===== config.mk =====
export PLATFORM = sky130hd
export DESIGN_NAME = rr_arbiter_4
export DESIGN_NICKNAME = d
export VERILOG_FILES = /design/src/rtl/rr_arbiter_4_pkg.sv /design/src/rtl/rr_arbiter_4_pick.sv /design/src/rtl/rr_arbiter_4.sv
export SDC_FILE = /design/constraint.sdc
export NUM_CORES = 1
export LEC_CHECK = 0
export BUFFER_PORTS_ARGS = -buffer_cell sky130_fd_sc_hd__buf_2
export CORE_AREA = 2 2 39 41
export DETAILED_ROUTE_END_ITERATION = 16
export DIE_AREA = 0 0 41 43
export PLACE_DENSITY = 0.67
export RECOVER_POWER = 100
export SYNTH_ARGS = -nofsm -noshare
export SYNTH_HDL_FRONTEND = slang
export SYNTH_HIERARCHICAL = 1
export SYNTH_SLANG_ARGS = --single-unit
export TNS_END_PERCENT = 10

===== constraint.sdc =====
create_clock -name clk -period 2.15 [get_ports clk]
set_clock_uncertainty 0.05 [all_clocks]
set_input_delay 0.215 -clock clk [delete_from_list [all_inputs] [get_ports clk]]
set_output_delay 0.215 -clock clk [all_outputs]
set_load 0.1 [all_outputs]

===== src/rtl/rr_arbiter_4_pkg.sv =====
// Shared definitions for the rr_arbiter_4 round-robin arbiter.
// Holds the FSM state encoding and the default sizing parameters.
// Optional feature macro used by the arbiter: RR_ARB_IDX_EN (adds gnt_idx output).
package rr_arbiter_4_pkg;

  // Default number of requesters (one-hot grant width) and its index width.
  localparam int unsigned RR_N_DEF     = 4;
  localparam int unsigned RR_IDX_W_DEF = 2;

  // Arbiter FSM states: IDLE waits for a request, GRANT holds a valid grant.
  typedef enum logic {
    RR_IDLE  = 1'b0,
    RR_GRANT = 1'b1
  } rr_state_e;

endpackage


===== src/rtl/rr_arbiter_4_pick.sv =====
// Combinational round-robin pick for rr_arbiter_4.
// Returns the first set request scanning circularly upward from ptr+1.
// Done as: rotate req so bit ptr+1 lands at 0, take the lowest set bit,
// rotate the one-hot result back into place.
module rr_arbiter_4_pick
  import rr_arbiter_4_pkg::*;
#(
  parameter int unsigned N     = RR_N_DEF,
  parameter int unsigned IDX_W = RR_IDX_W_DEF
) (
  input  logic [N-1:0]     req,
  input  logic [IDX_W-1:0] ptr,
  output logic [N-1:0]     pick,
  output logic [IDX_W-1:0] pick_idx,
  output logic             any
);

  // One extra bit so the rotate amount ptr+1 can reach N without wrapping.
  localparam int unsigned SW = IDX_W + 1;

  logic [SW-1:0]  rot_amt;
  logic [SW-1:0]  back_amt;
  logic [2*N-1:0] req_dbl;
  logic [2*N-1:0] sel_dbl;
  logic [N-1:0]   req_rot;
  logic [N-1:0]   sel_rot;

  // Rotate, fixed lowest-bit priority select, rotate back, then encode.
  // NOTE: every signal written in always_comb gets a value on every path
  // (defaults first), otherwise synthesis infers a latch.
  always_comb begin
    rot_amt  = SW'({1'b0, ptr}) + SW'(1);
    back_amt = SW'(N) - rot_amt;
    req_dbl  = {req, req};
    req_rot  = N'(req_dbl >> rot_amt);
    sel_rot  = req_rot & (~req_rot + N'(1));
    sel_dbl  = {sel_rot, sel_rot};
    pick     = N'(sel_dbl >> back_amt);
    any      = |req;
    pick_idx = '0;
    for (int i = 0; i < int'(N); i++) begin
      if (pick[i]) pick_idx = pick_idx | IDX_W'(i);
    end
  end

endmodule


===== src/rtl/rr_arbiter_4.sv =====
// Round-robin arbiter feeding the 4-to-2 encoder stage.
// Issues one registered one-hot grant per transaction and holds it under a
// valid/ready handshake; the pointer advances only when a grant transfers.
// Optional feature: define RR_ARB_IDX_EN to add the registered gnt_idx output.
module rr_arbiter_4
  import rr_arbiter_4_pkg::*;
#(
  parameter int unsigned N     = RR_N_DEF,
  parameter int unsigned IDX_W = RR_IDX_W_DEF
) (
  input  logic             clk,
  input  logic             rst_n,
  input  logic [N-1:0]     req,
  output logic [N-1:0]     gnt,
  output logic             gnt_vld,
  input  logic             gnt_rdy
`ifdef RR_ARB_IDX_EN
  ,
  output logic [IDX_W-1:0] gnt_idx
`endif
);

  rr_state_e        state_q, state_d;
  logic [IDX_W-1:0] ptr_q, ptr_d;
  logic [N-1:0]     gnt_q, gnt_d;
  logic [IDX_W-1:0] cur_idx;
  logic [IDX_W-1:0] pick_ptr;
  logic [N-1:0]     pick;
  logic [IDX_W-1:0] pick_idx;
  logic             any;

`ifdef RR_ARB_IDX_EN
  logic [IDX_W-1:0] gnt_idx_q, gnt_idx_d;

  // The registered index already names the current grant.
  assign cur_idx = gnt_idx_q;
  assign gnt_idx = gnt_idx_q;
`else
  logic unused_pick_idx;

  assign unused_pick_idx = ^pick_idx;

  // Binary index of the held grant, needed to advance the pointer.
  always_comb begin
    cur_idx = '0;
    for (int i = 0; i < int'(N); i++) begin
      if (gnt_q[i]) cur_idx = cur_idx | IDX_W'(i);
    end
  end
`endif

  // While granting, the next pick is taken from the pointer the transfer
  // will install (the current grant index), giving back-to-back grants.
  assign pick_ptr = (state_q == RR_GRANT) ? cur_idx : ptr_q;

  rr_arbiter_4_pick #(
    .N     (N),
    .IDX_W (IDX_W)
  ) u_pick (
    .req      (req),
    .ptr      (pick_ptr),
    .pick     (pick),
    .pick_idx (pick_idx),
    .any      (any)
  );

  // Next-state logic: load a pick from IDLE, hold under backpressure,
  // and on transfer either reload back-to-back or fall back to IDLE.
  always_comb begin
    state_d   = state_q;
    ptr_d     = ptr_q;
    gnt_d     = gnt_q;
`ifdef RR_ARB_IDX_EN
    gnt_idx_d = gnt_idx_q;
`endif
    case (state_q)
      RR_IDLE: begin
        if (any) begin
          gnt_d     = pick;
`ifdef RR_ARB_IDX_EN
          gnt_idx_d = pick_idx;
`endif
          state_d   = RR_GRANT;
        end
      end
      RR_GRANT: begin
        if (gnt_rdy) begin
          ptr_d = cur_idx;
          if (any) begin
            gnt_d     = pick;
`ifdef RR_ARB_IDX_EN
            gnt_idx_d = pick_idx;
`endif
          end else begin
            gnt_d   = '0;
            state_d = RR_IDLE;
          end
        end
      end
      default: begin
        gnt_d   = '0;
        state_d = RR_IDLE;
      end
    endcase
  end

  // State, pointer and output registers; reset gives req[0] first priority.
  // NOTE: sequential state uses non-blocking assignments so every flop
  // samples pre-edge values regardless of statement order.
  always_ff @(posedge clk or negedge rst_n) begin
    if (!rst_n) begin
      state_q   <= RR_IDLE;
      ptr_q     <= IDX_W'(N - 1);
      gnt_q     <= '0;
`ifdef RR_ARB_IDX_EN
      gnt_idx_q <= '0;
`endif
    end else begin
      state_q   <= state_d;
      ptr_q     <= ptr_d;
      gnt_q     <= gnt_d;
`ifdef RR_ARB_IDX_EN
      gnt_idx_q <= gnt_idx_d;
`endif
    end
  end

  assign gnt     = gnt_q;
  assign gnt_vld = (state_q == RR_GRANT);

endmodule


==> results.sh, run 1 <==
export IMPL_dr_pass1_iters=4
export IMPL_max_cap_violations=0
export IMPL_worstSkewPairLatency_ps=250
export IMPL_gr_usage_all_layers=0.134
export IMPL_clk_pin_slew_ps=60
export IMPL_port_buffers=11
export IMPL_slew_violations=0
export IMPL_syn_nets=53
export IMPL_totalWireLength_um=914
export IMPL_rrSetupSlack_ps=360
export IMPL_hold_depth=2
export IMPL_grt_max_degree=12
export IMPL_antennaDiodeCount=0
export IMPL_ys_warn_count=6
export IMPL_critPathLaunchType="flip-flop"
export IMPL_die_h_um=43
export IMPL_r2r_cells=6
export IMPL_cts_tree="built"
export IMPL_power_density_nw_per_um2=1130
export IMPL_gp_congestion=0.698
export IMPL_cts_setup_buffers=0
export IMPL_relSlewSlack=0.226
export IMPL_worstHoldStart="gnt_rdy"
export IMPL_worst_ir_drop_vdd_mv=0.338
export IMPL_required_ps=2240
export IMPL_die_w_um=41
export IMPL_io_pins=12
export IMPL_clock_fmax_ghz=0.560
export IMPL_rows=14
export IMPL_leakagePower_nw=0.227
export IMPL_ant_nets=0
export IMPL_die_area_um2=1760
export IMPL_syn_to_final_growth_pct=17.1
export IMPL_status="finished, final reports clean"
export IMPL_final_nets=67
export IMPL_rr_endpoint="gnt[1]"
export IMPL_critPathArrivalTime_ps=1880
export IMPL_critPathMaxFanout=11
export IMPL_wl_per_cell_um=12.2
export IMPL_final_core_utilization=0.378
export IMPL_first_global_vias=349
export IMPL_hpwl_um=675
export IMPL_cts_buffers=3
export IMPL_grt_overflow=0
export IMPL_start_util=0.323
export IMPL_drive_gt1_frac=0.288
export IMPL_cp_end_kind="flip-flop"
export IMPL_tightestPinTransition_ps=1170
export IMPL_coreArea_um2=1380
export IMPL_syn_area_um2=447
export IMPL_rsz0062_at_grt="no"
export IMPL_grt_pass1_wl_um=1480
export IMPL_final_setup_viol_count=0
export IMPL_dr_total_vias=378
export IMPL_clockRootBuffer="clkbuf_4"
export IMPL_antenna_found_initial=0
export IMPL_reg2reg_from="gnt_vld"
export IMPL_fin_setup_tns_ps=0
export IMPL_min_to="ptr_q[1]"
export IMPL_cts_buffer_depth=2
export IMPL_avgSynthCellArea_um2=9.71
export IMPL_instances_no_fill=75
export IMPL_drt_iter0_markers=8
export IMPL_cts_resized=0
export IMPL_placed_cells=70
export IMPL_drc=0
export IMPL_cts_sinks=7
export IMPL_htree_num_levels=1
export IMPL_timing_final_hold_violations=0
export IMPL_hp_class="input pin to flip-flop"
export IMPL_fin_crit_sh=0.831
export IMPL_min_period_ps=1790
export IMPL_worstSetupPathType="flip-flop to flip-flop"
export IMPL_total_power_mw=0.589
export IMPL_synthCells=46
export IMPL_viasPerCell=5.04
export IMPL_hold_buffers=1
==> worst max path at each step <==
stage / startpoint / endpoint / cells past startpoint
6_report: gnt_vld / gnt[1] / 6
5_1_grt: gnt_vld / gnt[3] / 6
4_1_cts: ptr_q[1] / gnt[3] / 6
3_5_place_dp: ptr_q[1] / gnt[3] / 6
3_3_place_gp: ptr_q[1] / gnt[3] / 6
2_1_floorplan: gnt[1] / gnt[1] / 6
==> registers in the layout, summed over array words and instances, names as in the netlist <==
signal and count:
gnt 4, ptr_q 2, gnt_vld 1
==> routing by layer <==
layer / vias up / GRT usage / routed length [um]
li1: 192 / - / -
met1: 177 / 0.152 / 410
met2: 7 / 0.184 / 460
met3: 2 / 0.0628 / 29
met4: 0 / 0.100 / 14
met5: - / 0 / 0
==> report_power, final <==
| part | switching (mW) | total, mW | internal [mW] |
|---|---|---|---|
| clock network | 0.0513 | 0.122 | 0.0710 |
| registers | 0.0180 | 0.185 | 0.167 |
| logic | 0.205 | 0.282 | 0.0773 |
==> critical path: stages (launching register included) <==
cell and delay [ps]:
dfrtp_1 540, nor2_1 90, a21oi_1 350, a21o_2 190, a21oi_1 50, o21a_1 170, a32o_1 230
==> cell usage in the layout (no fill, tap or decap), drive strengths merged <==
master,count
clkbuf,10
nor2,7
a21oi,7
buf,5
dfrtp,5
a32o,4
nand2b,4
nand2,3
a31oi,2
dfstp,2
inv,2
mux2i,1
dlygate4sd3,1
o221a,1
o32ai,1
a21o,1
o21a,1
nor2b,1
o211a,1
==> stage by stage <==
stage                     instance area, um^2  hold slack (ps)  setup WS (ps)
after global placement                    494             3.69            464
after global routing                      523              145            187
after detailed placement                  494             9.62            449
after CTS                                 531              142            438
final                                     523              148            363
after floorplan                           449             -131           25.5
==> cell type report <==
| type | count | area [um^2] |
|---|---|---|
| inverters | 2 | 7.51 |
| multi-input cells | 34 | 231 |
| well taps | 16 | 20.0 |
| repair buffers | 12 | 58.8 |
| fillers | 153 | 861 |
| clock buffers | 4 | 26.3 |
| flip-flops and latches | 7 | 179 |
(Power assumes the default switching activity.)
==> run 2: changes to the inputs <==
Settings changed: ABC_AREA set to 1, PLACE_DENSITY 0.67 to 0.79.
Clock period 2.15 ns to 1.8 ns, I/O delays scaled along.
==> run 2 against run 1 <==
Net effect:
- the run now ends with negative setup slack left
- worst hold slack better by 70 ps
- global-route usage rose by 6.5 points
- worst setup slack lost 510 ps
- core utilization is 36 points higher
- maximum frequency decreased by 8.3%
- sequential cell count is the same
- clock-buffer cell count unchanged
- non-clock buffer count grew 14
- sequential share of layout area is 15 points lower
- area after synthesis up 46%
==> results.sh, run 2 <==
export IMPL_drc=0
export IMPL_crit_buf_inv=3
export IMPL_grt_overflow=0
export IMPL_slowest_stage="dfrtp_4"
export IMPL_worstSetupPathType="flip-flop to flip-flop"
export IMPL_viasPerCell=5.07
export IMPL_final_nets=140
export IMPL_cts_buffer_depth=2
export IMPL_relSlewSlack=0.676
export IMPL_gp_congestion=0.788
export IMPL_worstSkewPairLatency_ps=250
export IMPL_status="finished with violations"
export IMPL_rows=14
export IMPL_required_ps=1940
export IMPL_die_w_um=41
export IMPL_hp_class="input pin to flip-flop"
export IMPL_critPathArrivalTime_ps=2090
export IMPL_syn_nets=111
export IMPL_final_setup_viol_count=4
export IMPL_avgSynthCellArea_um2=6.27
export IMPL_cts_sinks=7
export IMPL_htree_num_levels=1
export IMPL_timing_final_hold_violations=0
export IMPL_min_period_ps=1950
export IMPL_violations="negative setup slack"
export IMPL_tightestPinTransition_ps=489
export IMPL_largest_register_ffs=4
export IMPL_max_cap_violations=0
export IMPL_first_global_vias=670
export IMPL_coreArea_um2=1380
export IMPL_cts_buffers=3
export IMPL_critPathMaxFanout=6
export IMPL_ys_warn_count=6
export IMPL_wl_per_cell_um=11.8
export IMPL_fin_crit_sh=1.08
export IMPL_io_pins=12
export IMPL_max_stage_delay_ps=510
export IMPL_grt_max_degree=9
export IMPL_cp_top_family="simple AND/OR/NAND/NOR gates"
export IMPL_syn_area_um2=652
export IMPL_antenna_found_initial=0
export IMPL_final_common_cell="nand2_1"
export IMPL_drive_gt1_frac=0.636
export IMPL_clockRootBuffer="clkbuf_4"
export IMPL_fin_hold_ws_ps=218
export IMPL_layout_common_cells="nand2_1, nand2_2, buf_4, nand3_2"
export IMPL_die_area_um2=1760
export IMPL_syn_to_final_growth_pct=57.6
export IMPL_dr_pass1_iters=6
export IMPL_cts_tree="built"
export IMPL_totalWireLength_um=1740
export IMPL_antennaDiodeCount=0
export IMPL_ant_nets=0
export IMPL_critPathLaunchType="flip-flop"
export IMPL_cp_cell_sequence="nor2_4, o21ai_4, buf_12, clkinv_8, nand2_4, nand2_2, nand2_2, nand2_2, nand2_2, nor2_4, nand2_2, nand3_2, and2_4, nand2_2, inv_2, nand2_1, nand2_1"
export IMPL_die_h_um=43
export IMPL_start_util=0.471
export IMPL_clk_pin_slew_ps=50
export IMPL_slew_violations=0
export IMPL_crit_top_cell="nand2_2"
export IMPL_rsz0062_at_grt="yes"
export IMPL_setup_slack_ps=-149
export IMPL_port_buffers=11
export IMPL_cp_end_kind="flip-flop"
export IMPL_clock_fmax_ghz=0.513
export IMPL_hpwl_um=1160
export IMPL_synthCells=104
export IMPL_grt_pass1_wl_um=2460
export IMPL_drt_iter0_markers=13
export IMPL_gr_usage_all_layers=0.199
export IMPL_dr_total_vias=750
[run 2: cell types whose count changed in the layout (fill, tap and decap cells not counted), sizes merged, moves of 4 or more]
cell	previous run	this run
clkbuf	10	5
o21ai	0	4
buf	5	24
a21oi	7	0
a32o	4	0
nand2b	4	0
nand2	3	46
nand3	0	22
inv	2	15
[run 2: tightest hold or removal path: stages]
cell,delay [ps]
buf_2,100
nand2_2,110
nand2_1,70
o21ai_1,50
[run 2: stage by stage]
stage,utilization,setup slack [ps],setup TNS [ps],area (um^2),std cells
2_1_floorplan,-,-184,-647,699,104
3_3_place_gp,0.603,-82.4,-254,835,140
3_5_place_dp,0.603,-136,-366,835,140
4_1_cts,0.660,-116,-354,913,147
5_1_grt,0.742,-252,-958,1030,148
6_report,0.742,-149,-537,1030,148
[run 2: final timing paths]
kind | startpoint | end | slack [ps] | cells past startpoint
min reg2reg | ptr_q[1] | ptr_q[1] | 420 | 2
max | gnt[3] | gnt[1] | -150 | 17
min in group asynchronous | rst_n | gnt[3] | 300 | 2
max in group asynchronous | rst_n | ptr_q[1] | 1090 | 2
min | gnt_rdy | ptr_q[1] | 220 | 4
max reg2reg | gnt[3] | gnt[1] | -150 | 17
[run 2: area by class of cell]
class | instances | area [um^2]
multi-input combinational | 79 | 523
clock buffer | 4 | 26.3
timing repair buffer | 26 | 185
fill | 116 | 357
sequential | 7 | 193
inverter | 16 | 80.1
tap | 16 | 20.0
[run 2: per-layer routing]
| metal | vias to the layer above | wire (um) | track usage |
|---|---|---|---|
| li1 | 377 | - | - |
| met1 | 354 | 638 | 0.199 |
| met2 | 14 | 1040 | 0.369 |
| met3 | 5 | 37 | 0.0314 |
| met4 | 0 | 24 | 0.0800 |
| met5 | - | 0 | 0 |
[run 2: timing repair]
action	4_1_cts	5_1_grt
gates cloned	0	0
setup buffers	2	3
pin swaps	9	14
resized for setup	7	28
endpoints found under the hold margin	7	0
setup endpoints to repair	4	4
hold buffers	1	0
Power of run 2 is not shown: default switching activity piles up to over one toggle a cycle in this logic, so the estimate is an artifact.
==> run 3: changes to the inputs <==
Settings changed: ABC_AREA 1 to unset, PLACE_DENSITY 0.79 to 0.7.
Clock period 1.8 ns to 1.7 ns, I/O delays scaled along.
==> run 3 against run 2 <==
Net effect:
- the run now ends clean
- cell area fell by 41%
- global-route usage fell by 6.3 points
- first-iteration DRC count fell by 54%
- non-clock buffer count fell by 9
- cell count fell by 46%
- maximum frequency rose by 19%
- critical path depth fell by 11
- register-to-register slack improved by 220 ps
- critical endpoint is now gnt[0]
==> results.sh, run 3 (synthesis results as in run 1) <==
export IMPL_status="finished, final reports clean"
export IMPL_design_area_um2=611
export IMPL_final_nets=72
export IMPL_critPathMaxFanout=4
export IMPL_worst_ir_drop_vdd_mv=0.550
export IMPL_slew_violations=0
export IMPL_cts_sinks=7
export IMPL_largest_register_ffs=4
export IMPL_rsz0062_at_grt="no"
export IMPL_power_density_nw_per_um2=1360
export IMPL_hpwl_um=719
export IMPL_layout_common_cells="nor2_1, buf_2, clkbuf_2"
export IMPL_die_w_um=41
export IMPL_required_ps=1790
export IMPL_timing_final_hold_violations=0
export IMPL_syn_to_final_growth_pct=36.7
export IMPL_grt_pass1_wl_um=1640
export IMPL_viasPerCell=5.36
export IMPL_cp_cell_sequence="nor2_2, a21oi_4, nand2b_4, nor2b_1, o211a_1, a32o_1"
export IMPL_htree_num_levels=1
export IMPL_ant_nets=0
export IMPL_max_cap_violations=0
export IMPL_tightestPinTransition_ps=543
export IMPL_max_stage_delay_ps=490
export IMPL_wl_per_cell_um=12.5
export IMPL_critPathLaunchType="flip-flop"
export IMPL_drc=0
export IMPL_grt_overflow=0
export IMPL_clockRootBuffer="clkbuf_4"
export IMPL_hp_class="input pin to flip-flop"
export IMPL_dr_total_vias=429
export IMPL_drt_iter0_markers=6
export IMPL_gp_congestion=0.755
export IMPL_first_global_vias=395
export IMPL_grt_max_degree=8
export IMPL_clock_fmax_ghz=0.612
export IMPL_leakagePower_nw=0.268
export IMPL_num_fill_cells=136
export IMPL_final_setup_viol_count=0
export IMPL_rows=14
export IMPL_cts_buffer_depth=2
export IMPL_antenna_found_initial=0
export IMPL_worstSetupPathType="flip-flop to flip-flop"
export IMPL_coreArea_um2=1380
export IMPL_min_period_ps=1630
export IMPL_antennaDiodeCount=0
export IMPL_io_pins=12
export IMPL_drive_gt1_frac=0.531
export IMPL_die_area_um2=1760
export IMPL_placed_area_um2=557
export IMPL_clk_pin_slew_ps=50
export IMPL_cts_buffers=3
export IMPL_port_buffers=11
export IMPL_die_h_um=43
export IMPL_start_util=0.323
export IMPL_dr_pass1_iters=4
export IMPL_cts_tree="built"
export IMPL_critPathArrivalTime_ps=1720
export IMPL_slowest_stage="dfrtp_4"
export IMPL_totalWireLength_um=999
export IMPL_total_power_mw=0.830
export IMPL_worstSkewPairLatency_ps=250
export IMPL_gr_usage_all_layers=0.136
export IMPL_cp_end_kind="flip-flop"
export IMPL_fin_crit_sh=0.961
export IMPL_relSlewSlack=0.639
run 3: cell types whose count changed in the layout (fill, tap and decap cells not counted), moves of 3 or more:
cell | previous run | this run
nand2_4 | 5 | 0
a21oi_1 | 0 | 4
nand2_1 | 21 | 3
inv_1 | 9 | 2
nand3_1 | 10 | 0
nor2_1 | 1 | 5
buf_4 | 12 | 2
a32o_1 | 0 | 4
clkbuf_2 | 0 | 5
nand3_2 | 12 | 0
o21ai_1 | 3 | 0
buf_2 | 10 | 5
inv_2 | 4 | 0
nand2_2 | 20 | 0
run 3: stage by stage:
stage                     setup TNS, ps  utilization  hold WS [ps]  std cells  setup slack [ps]
after floorplan                    -209            -          -176         46             -66.0
after global placement                0        0.402         -37.8         73              69.9
after detailed placement              0        0.402         -35.6         73              57.3
after CTS                             0        0.429           107         78              42.6
after global routing                  0        0.441           116         80              17.0
final                                 0        0.441           106         80              66.6
run 3: routing by layer:
metal / track usage / routed length (um) / vias to the layer above
li1: - / - / 205
met1: 0.182 / 444 / 209
met2: 0.184 / 500 / 13
met3: 0.0366 / 30 / 2
met4: 0.0867 / 23 / 0
met5: 0 / 0 / -
run 3: cell type report:
cell class                 instances  area (um^2)  area share
sequential                         7          188       0.307
inverter                           2         7.51      0.0123
multi-input combinational         34          268       0.439
clock buffer                       4         26.3      0.0430
tap                               16         20.0      0.0328
timing repair buffer              17          101       0.166
run 3: repair_timing:
action,4_1_cts,5_1_grt
hold endpoints to repair,7,0
setup buffers,0,2
setup endpoints to repair,0,2
resized for setup,0,2
hold buffers,1,0
run 3: path summary, 6_finish.rpt:
path / startpoint / end / slack [ps] / depth (start not counted)
setup / recovery: gnt[3] / gnt[0] / 70 / 6
hold / removal: gnt_rdy / ptr_q[0] / 110 / 2
setup reg to reg: gnt[3] / gnt[0] / 70 / 6
hold reg to reg: gnt[0] / gnt[0] / 460 / 1
max in group asynchronous: rst_n / ptr_q[0] / 990 / 2
min in group asynchronous: rst_n / gnt[0] / 300 / 2
run 3: where the power goes:
group          switching, mW  leakage [nW]  internal, mW
sequential            0.0309        0.0784         0.216
clock                 0.0625        0.0150        0.0897
combinational          0.277         0.174         0.153
run 3: worst max-delay path: cells and delay by family (launching register included):
kind,cells,cell delay (ps)
simple gates,3,470
flops,1,490
compound gates,3,520
